### src/rtl/tap_master.sv
// JTAG host-side sequencer: walks a target TAP through reset / IR shift / DR shift /
// run-test-idle sequences and returns the TDO bits captured during shift states.
module tap_master #(
  parameter int MAX_LEN = 32,
  parameter int LEN_W   = $clog2(MAX_LEN + 1)
) (
  input  logic               TCK,
  input  logic               TRST,
  input  logic               cmd_valid,
  output logic               cmd_ready,
  input  logic [1:0]         cmd_op,
  input  logic [LEN_W-1:0]   cmd_len,
  input  logic [MAX_LEN-1:0] cmd_data,
  output logic               rsp_valid,
  output logic [MAX_LEN-1:0] rsp_data,
  output logic               busy,
  output logic               TMS,
  output logic               TDI,
  input  logic               TDO
);

  // SYNC: after reset | IDLE: target in Run-Test/Idle | RST: TMS=1 run | HDR: walk to Shift
  // SHIFT: data bits | EXIT: Exit1 -> Update -> Idle | RUN: idle cycles
  localparam logic [2:0] SYNC  = 3'd0;
  localparam logic [2:0] IDLE  = 3'd1;
  localparam logic [2:0] RST   = 3'd2;
  localparam logic [2:0] HDR   = 3'd3;
  localparam logic [2:0] SHIFT = 3'd4;
  localparam logic [2:0] EXIT  = 3'd5;
  localparam logic [2:0] RUN   = 3'd6;

  localparam logic [1:0] OP_RST = 2'b00;
  localparam logic [1:0] OP_IR  = 2'b01;
  localparam logic [1:0] OP_DR  = 2'b10;
  localparam logic [1:0] OP_RUN = 2'b11;

  localparam int               IDX_W   = (MAX_LEN > 1) ? $clog2(MAX_LEN) : 1;
  localparam logic [LEN_W-1:0] LEN_MAX = LEN_W'(MAX_LEN);
  localparam logic [LEN_W-1:0] CNT_ONE = LEN_W'(1);

  logic [2:0]         state_q, state_d;
  logic [LEN_W-1:0]   cnt_q, cnt_d;
  logic [LEN_W-1:0]   len_q, len_d;
  logic               is_ir_q, is_ir_d;
  logic [MAX_LEN-1:0] sh_q, sh_d;
  logic [MAX_LEN-1:0] cap_q, cap_d;
  logic [IDX_W-1:0]   idx_q, idx_d;
  logic               samp_q, samp_d;
  logic               tms_q, tms_d;
  logic               tdi_q, tdi_d;
  logic               rsp_valid_q, rsp_valid_d;
  logic [MAX_LEN-1:0] rsp_data_q, rsp_data_d;
  logic [LEN_W-1:0]   len_c;
  logic               fin;

  always_comb begin
    if (cmd_len == '0)          len_c = CNT_ONE;
    else if (cmd_len > LEN_MAX) len_c = LEN_MAX;
    else                        len_c = cmd_len;
  end

  always_comb begin
    state_d     = state_q;
    cnt_d       = cnt_q;
    len_d       = len_q;
    is_ir_d     = is_ir_q;
    sh_d        = sh_q;
    cap_d       = cap_q;
    idx_d       = idx_q;
    samp_d      = 1'b0;
    tms_d       = tms_q;
    tdi_d       = 1'b0;
    rsp_valid_d = 1'b0;
    rsp_data_d  = rsp_data_q;
    fin         = 1'b0;

    // TDO for a shift bit is valid one edge after that bit was driven
    if (samp_q) begin
      cap_d[idx_q] = TDO;
      idx_d        = idx_q + 1'b1;
    end

    case (state_q)
      SYNC: begin
        tms_d   = 1'b0;
        state_d = IDLE;
      end
      IDLE: begin
        tms_d = 1'b0;
        if (cmd_valid) begin
          len_d   = len_c;
          sh_d    = cmd_data;
          cap_d   = '0;
          idx_d   = '0;
          is_ir_d = (cmd_op == OP_IR);
          case (cmd_op)
            OP_RST: begin
              tms_d   = 1'b1;
              cnt_d   = LEN_W'(4);
              state_d = RST;
            end
            OP_IR: begin
              tms_d   = 1'b1;
              cnt_d   = LEN_W'(3);
              state_d = HDR;
            end
            OP_DR: begin
              tms_d   = 1'b1;
              cnt_d   = LEN_W'(2);
              state_d = HDR;
            end
            default: begin
              tms_d   = 1'b0;
              cnt_d   = len_c - CNT_ONE;
              state_d = RUN;
            end
          endcase
        end
      end
      RST: begin
        if (cnt_q != '0) begin
          tms_d = 1'b1;
          cnt_d = cnt_q - CNT_ONE;
        end else begin
          fin = 1'b1;
        end
      end
      HDR: begin
        // only the IR walk has a second TMS=1 (Select-DR -> Select-IR)
        tms_d = is_ir_q && (cnt_q == LEN_W'(3));
        cnt_d = cnt_q - CNT_ONE;
        if (cnt_q == CNT_ONE) begin
          state_d = SHIFT;
          cnt_d   = len_q;
        end
      end
      SHIFT: begin
        tms_d  = (cnt_q == CNT_ONE);
        tdi_d  = sh_q[0];
        sh_d   = {1'b0, sh_q[MAX_LEN-1:1]};
        samp_d = 1'b1;
        cnt_d  = cnt_q - CNT_ONE;
        if (cnt_q == CNT_ONE) begin
          state_d = EXIT;
          cnt_d   = CNT_ONE;
        end
      end
      EXIT: begin
        if (cnt_q != '0) begin
          tms_d = 1'b1;
          cnt_d = cnt_q - CNT_ONE;
        end else begin
          fin = 1'b1;
        end
      end
      RUN: begin
        if (cnt_q != '0) begin
          tms_d = 1'b0;
          cnt_d = cnt_q - CNT_ONE;
        end else begin
          fin = 1'b1;
        end
      end
      default: begin
        tms_d   = 1'b1;
        state_d = SYNC;
      end
    endcase

    if (fin) begin
      tms_d       = 1'b0;
      tdi_d       = 1'b0;
      rsp_valid_d = 1'b1;
      rsp_data_d  = cap_q;
      state_d     = IDLE;
    end
  end

  always_ff @(posedge TCK or negedge TRST) begin
    if (!TRST) begin
      state_q     <= SYNC;
      cnt_q       <= '0;
      len_q       <= '0;
      is_ir_q     <= 1'b0;
      sh_q        <= '0;
      cap_q       <= '0;
      idx_q       <= '0;
      samp_q      <= 1'b0;
      tms_q       <= 1'b1;
      tdi_q       <= 1'b0;
      rsp_valid_q <= 1'b0;
      rsp_data_q  <= '0;
    end else begin
      state_q     <= state_d;
      cnt_q       <= cnt_d;
      len_q       <= len_d;
      is_ir_q     <= is_ir_d;
      sh_q        <= sh_d;
      cap_q       <= cap_d;
      idx_q       <= idx_d;
      samp_q      <= samp_d;
      tms_q       <= tms_d;
      tdi_q       <= tdi_d;
      rsp_valid_q <= rsp_valid_d;
      rsp_data_q  <= rsp_data_d;
    end
  end

  assign TMS       = tms_q;
  assign TDI       = tdi_q;
  assign rsp_valid = rsp_valid_q;
  assign rsp_data  = rsp_data_q;
  assign cmd_ready = (state_q == IDLE);
  assign busy      = (state_q != IDLE) && (state_q != SYNC);

endmodule

### config.mk
export PLATFORM = sky130hd
export DESIGN_NAME = tap_master
export DESIGN_NICKNAME = d
export VERILOG_FILES = /design/src/rtl/tap_master.sv
export SDC_FILE = /design/constraint.sdc
export NUM_CORES = 1
export LEC_CHECK = 0
export BUFFER_PORTS_ARGS = -buffer_cell sky130_fd_sc_hd__buf_2
export CAP_MARGIN = 20
export CORE_MARGIN = 4
export CORE_UTILIZATION = 55
export CTS_CLUSTER_SIZE = 12
export DETAILED_ROUTE_END_ITERATION = 10
export HOLD_SLACK_MARGIN = 0.05
export PLACE_DENSITY = 0.76
export SYNTH_ARGS = -nofsm -noshare
export SYNTH_HDL_FRONTEND = slang
export SYNTH_SLANG_ARGS = --single-unit
### constraint.sdc
create_clock -name TCK -period 2.5 [get_ports TCK]
set_input_delay 0.25 -clock TCK [delete_from_list [all_inputs] [get_ports TCK]]
set_output_delay 0.25 -clock TCK [all_outputs]
set_load 0.01 [all_outputs]
# Word level (Yosys, flattened, before mapping)
# Index checks and enable logic that the tools add are counted.
[word_totals] in_bits=44 regBits=121 wordCells=93 out_inout_bits=37
[op_classes] n_lt_le_gt_ge=3 muxes=37 reduce_logical=19 add_sub_neg=3 n_eq_ne=19
[ops] operator="$mux 32" count=4
[ops] operator="$pmux 32 s2" count=1
[ops] operator="$mux 6" count=6
[ops] operator="$bwmux 32" count=1
[ops] operator="$pmux 6 s4" count=1
[ops] operator="$pmux 6 s3" count=1
[ops] operator="$mux 5" count=3
[ops] operator="$pmux 3 s5" count=1
[ops] operator="$mux 1" count=12
[ops] operator="$mux 3" count=4
[ops] operator="$sub 6x1->6 const B" count=2
[ops] operator="$eq 3x3->1 const B" count=3
[ops] operator="$ne 3x3->1 const B" count=3
[ops] operator="$eq 3x2->1 const B" count=2
[ops] operator="$eq 6x1->1 const B" count=1
[ops] operator="$eq 6x2->1 const B" count=1
[ops] operator="$gt 6x6->1 const B" count=1
[ops] operator="$logic_not 6->1" count=1
[ops] operator="$lt 5x6->1 const B" count=1
[ops] operator="$ne 3x1->1 const B" count=2
[ops] operator="$pmux 1 s6" count=1
[ops] operator="$pmux 3 s2" count=1
[ops] operator="$reduce_and 2->1" count=3
[ops] operator="$reduce_bool 6->1" count=1
[ops] operator="other kinds (19)" count=24

# Depth between registers and ports, before layout
[depth] word_depth=8 ltp_mapped=8 depth_no_buf=8

# Worst setup path before layout
# OpenSTA, ideal clock, no wires.
[synth_path] kind="flip-flop to flip-flop" from="register cnt_q[3]" to="register cnt_q[0]" synth_period_minus_slack_ns=1.917 arrival_time_ns=1.793 path_buffers=0 required_ns=2.376 setup_time_ns=0.124 stages_incl_launch_ff=6 path_slack_ns=0.583 cell_sequence="dfrtp_1 or4_4 nor2_4 nor3_1 or3_1 o31a_1"
[synth_between] elab_chain_cells=3 word_cells_on_any_way=7 classes_between="eq/ne (2); mux (3); reduce/logical (2)"
[synth_lines] element="start, declared" line_no="42" rtl="logic [LEN_W-1:0] cnt_q, cnt_d;"
[synth_lines] element="start signal, assigned" line_no="195" rtl="cnt_q <= cnt_d;"
[synth_lines] element="$eq 6x1->1 / $reduce_bool 6->1 (equally long branches)"
[synth_lines] element="$mux 6, or another cell as far along" line_no="143" rtl="if (cnt_q == CNT_ONE) begin"
[synth_lines] element="$pmux 6 s4 / $reduce_and 3->1 (equally long branches)"
# Parallel ways exist; a longest one is shown, timed or not.
# A chain may end at the register's enable or synchronous reset.

# Worst setup path after layout
[layout_path] from="register state_q[1]" to="output port cmd_ready"
[layout_between] elab_chain_cells=1
[layout_lines] element="start, declared" line_no="41" rtl="logic [2:0] state_q, state_d;"
[layout_lines] element="start signal, assigned" line_no="194" rtl="state_q <= state_d;"
[layout_lines] element="$eq 3x1->1" line_no="213" rtl="assign cmd_ready = (state_q == IDLE);"
[layout_lines] element="end, declared" line_no="10" rtl="output logic cmd_ready,"
# Every way passes these cells.

==> results.py <==
metrics = {
    "status": {
        "outcome": "completed",
    },
    "worst_setup_path": {
        "worstPathCellList": "nor2_1 > inv_1 > nor2_1 > buf_2",
        "path_class": "reg2out",
        "slowest_delay_ns": 0.60,
        "rr_startpoint": "cnt_q[3]$_DFFE_PN0P_",
        "crit_path_top_delay_cell": "dfrtp_1",
        "critPathMaxFanout": 22,
        "rr_endpoint": "cnt_q[3]$_DFFE_PN0P_",
        "reg2reg_setup_slack_ns": 0.36,
        "arrival_ns": 1.94,
        "path_common_cell": "nor2_1",
        "cpLargestDelayFamily": "flip-flops",
        "critPathRequiredTime_ns": 2.25,
        "cp-startpoint": "state_q[1]$_DFFE_PN0P_",
        "startpoint_type": "register",
        "end_kind": "output port",
        "crit_buf_inv": 2,
        "reg2reg_depth": 5,
    },
    "global_route": {
        "use_met1": 0.301,
        "grt_antenna_before_repair": 0,
        "grt_pass1_vias": 4898,
        "grt.met2_usage": 0.390,
        "grt-ovfl-total": 0,
        "grt-busiest-layer": "met2",
        "grt_first_pass_wirelength_mm": 23.7,
        "met3_usage": 0.0633,
        "gr-usage-all-layers": 0.236,
        "grt_max_degree": 65,
    },
    "routing": {
        "dr.pass1.iters": 6,
        "via_per_inst": 5.59,
        "drc": 0,
        "drt_iter0_markers": 307,
        "dr_total_vias": 4782,
        "routedWlPerCell_um": 16.2,
        "ant_nets": 0,
        "routed_wl_mm": 13.9,
    },
    "sta": {
        "fin_worst_skew_ns": 0.00657,
        "fin_ws_ns": 0.315,
        "hold_slack_ns": 0.0608,
        "rsz0062_at_grt": "no",
        "finalHoldViolCount": 0,
        "finalSetupViolCount": 0,
        "period_needed_ns": 2.19,
        "drv_slew": 0,
        "relSlewSlack": 0.442,
        "period_share": 0.874,
        "fmaxAchievable_mhz": 458,
        "worstMarginPinSlew_ns": 0.837,
        "tns_ns": 0,
    },
    "cts": {
        "clock-root-buffer": "clkbuf_8",
        "cts_inserted_buffers": 17,
        "htree_levels": 4,
        "cts_repair_resize_count": 0,
        "cts.clk_slew.worst_paths_ns": 0.06,
        "postCtsSetupBuffers": 0,
        "cts_tree": "done",
        "clock-sinks": 121,
        "cts_buffer_depth": 2,
        "clkLatencyLatePin_ns": 0.53,
        "ctsHoldBuffers": 34,
    },
    "yosys": {
        "ys_warn_count": 0,
        "ys.flop_type": "dfrtp_1",
        "synth_seq_cells": 121,
        "syn_nets": 659,
        "ys_seq_area_frac": 0.518,
        "synth_area_per_cell_um2": 9.70,
        "synth_cell_types": 50,
        "synth_edf_count": 0,
        "syn_area_mm2": 0.00585,
        "ys_async_sr_fraction": 1.00,
        "syn_inst": 603,
    },
    "floorplanning": {
        "die-height_um": 111,
        "die_area_mm2": 0.0123,
        "ioPinCount": 81,
        "die_width_um": 111,
        "core_mm2": 0.0103,
        "initial_utilization": 0.567,
        "rows": 37,
    },
    "layout": {
        "seqCellArea_mm2": 0.00303,
        "antenna_cells": 0,
        "multi_input_area_mm2": 0.00260,
        "drive_above_1_share": 0.227,
        "areaGrowthSynthToFinish_pct": 24.8,
        "utilization": 0.707,
        "fin_nets": 762,
        "fillers": 768,
    },
    "hold_path": {
        "whs_path_depth": 3,
        "min_to": "sh_q[30]$_DFFE_PN0P_",
        "min_path_type": "in2reg",
        "hold_start": "cmd_data[30]",
    },
    "place": {
        "hpwlAfterDp_mm": 8.81,
        "routabilityCongestion": 0.901,
        "io_buffers": 80,
        "place_ws_ns": 0.407,
    },
    "run": {
        "drv_cap": 0,
    },
    "pwr": {
        "ir_worst_vdd_uv": 589,
        "cellLeakagePower_nw": 3.55,
        "pwr_density_cell_mw_per_mm2": 1060,
    },
}
## worst max path at each step
| stage | end | slack, ns | depth (start not counted) |
|---|---|---|---|
| after floorplan | cnt_q[0]$_DFFE_PN0P_ | 0.58 | 5 |
| after detailed placement | cnt_q[3]$_DFFE_PN0P_ | 0.41 | 5 |
| after CTS | cmd_ready | 0.32 | 4 |
| after global routing | cmd_ready | 0.11 | 4 |
| after global placement | cnt_q[3]$_DFFE_PN0P_ | 0.52 | 5 |
| final | cmd_ready | 0.31 | 4 |
## cell type report
| type | instances | share of cell area |
|---|---|---|
| Tap cell | 136 | 0.0233 |
| Multi-Input combinational cell | 426 | 0.356 |
| Clock buffer | 19 | 0.0591 |
| Inverter | 18 | 0.00926 |
| Timing Repair Buffer | 122 | 0.117 |
| Sequential cell | 121 | 0.415 |
| Clock inverter | 13 | 0.0207 |
## registers in the layout, summed over array words and instances (netlist names)
register,flops
cap_q,32
len_q,6
state_q,3
rsp_data,32
TMS,1
samp_q,1
idx_q,5
rsp_valid,1
is_ir_q,1
cnt_q,6
TDI,1
sh_q,32
## worst reg2reg max path, cell delays in order (launching register included)
cell      delay (ns)
dfrtp_1         0.44
or4_4           0.61
o21ai_0         0.20
o211ai_1        0.28
a221oi_2        0.35
o22ai_1         0.12
## routing by layer
metal | up-vias | wire length [um]
met2 | 153 | 6970
met3 | 25 | 826
met1 | 2334 | 5830
li1 | 2270 | -
met5 | - | 0
met4 | 0 | 261
## kinds of logic (layout without fill, tap and decap cells)
kind of cell             after synthesis  after routing  share of synthesized area
AND/OR/NAND/NOR                      194            194                      0.147
AO/OA/AOI/OAI                        146            146                      0.136
flip-flops                           121            121                      0.518
multiplexers                          69             69                      0.125
buffers and inverters                 56            172                     0.0409
adder cells (fa/ha/maj)               12             12                     0.0257
XOR/XNOR                               5              5                    0.00749
## cells in the mapped netlist, types with 2 or more instances
cell type / number / share of area
nand4_1: 4 / 0.0043
buf_2: 5 / 0.0043
nor3_1: 7 / 0.0060
a211oi_1: 2 / 0.0026
mux2_2: 32 / 0.062
xor2_1: 4 / 0.0060
o211ai_1: 4 / 0.0051
a31oi_1: 3 / 0.0032
o22ai_1: 3 / 0.0032
ha_1: 12 / 0.026
nor2b_1: 3 / 0.0032
nand2b_1: 7 / 0.0075
nand2_1: 97 / 0.062
and3_1: 2 / 0.0021
dfrtp_1: 120 / 0.51
nor2_1: 51 / 0.033
a21oi_1: 43 / 0.037
or3_1: 2 / 0.0021
o21ai_0: 80 / 0.068
o21a_1: 2 / 0.0026
buf_6: 3 / 0.0058
clkbuf_1: 29 / 0.019
mux2i_1: 37 / 0.063
nand3_1: 8 / 0.0068
inv_1: 18 / 0.012
## where the power goes
group          switching (mW)  internal (mW)  total [mW]
clock                   0.873           1.53        2.41
sequential              0.437           2.56        2.99
combinational            1.32           1.03        2.35
## stage by stage
| stage | cells | instance area (um^2) | power [mW] |
|---|---|---|---|
| after global routing | 855 | 7300 | 8.25 |
| after floorplan | 603 | 5850 | 4.53 |
| after global placement | 789 | 6380 | 5.19 |
| after CTS | 855 | 7300 | 7.78 |
| final | 855 | 7300 | 7.75 |
| after detailed placement | 789 | 6380 | 5.32 |
## layout by cell type, fill, tap and decap left out, types with 3 or more instances in the layout
master / count
a21oi_1: 43
a31oi_1: 3
buf_12: 4
buf_2: 79
buf_4: 5
bufinv_16: 3
clkbuf_16: 16
clkinv_2: 6
clkinvlp_4: 3
dfrtp_1: 120
dlygate4sd3_1: 34
ha_1: 12
inv_1: 18
mux2_2: 32
mux2i_1: 37
nand2_1: 97
nand2b_1: 7
nand3_1: 7
nand4_1: 4
nor2_1: 49
nor2b_1: 3
nor3_1: 7
o211ai_1: 4
o21ai_0: 80
o22ai_1: 3
xor2_1: 4
(Power assumes the default switching activity.)
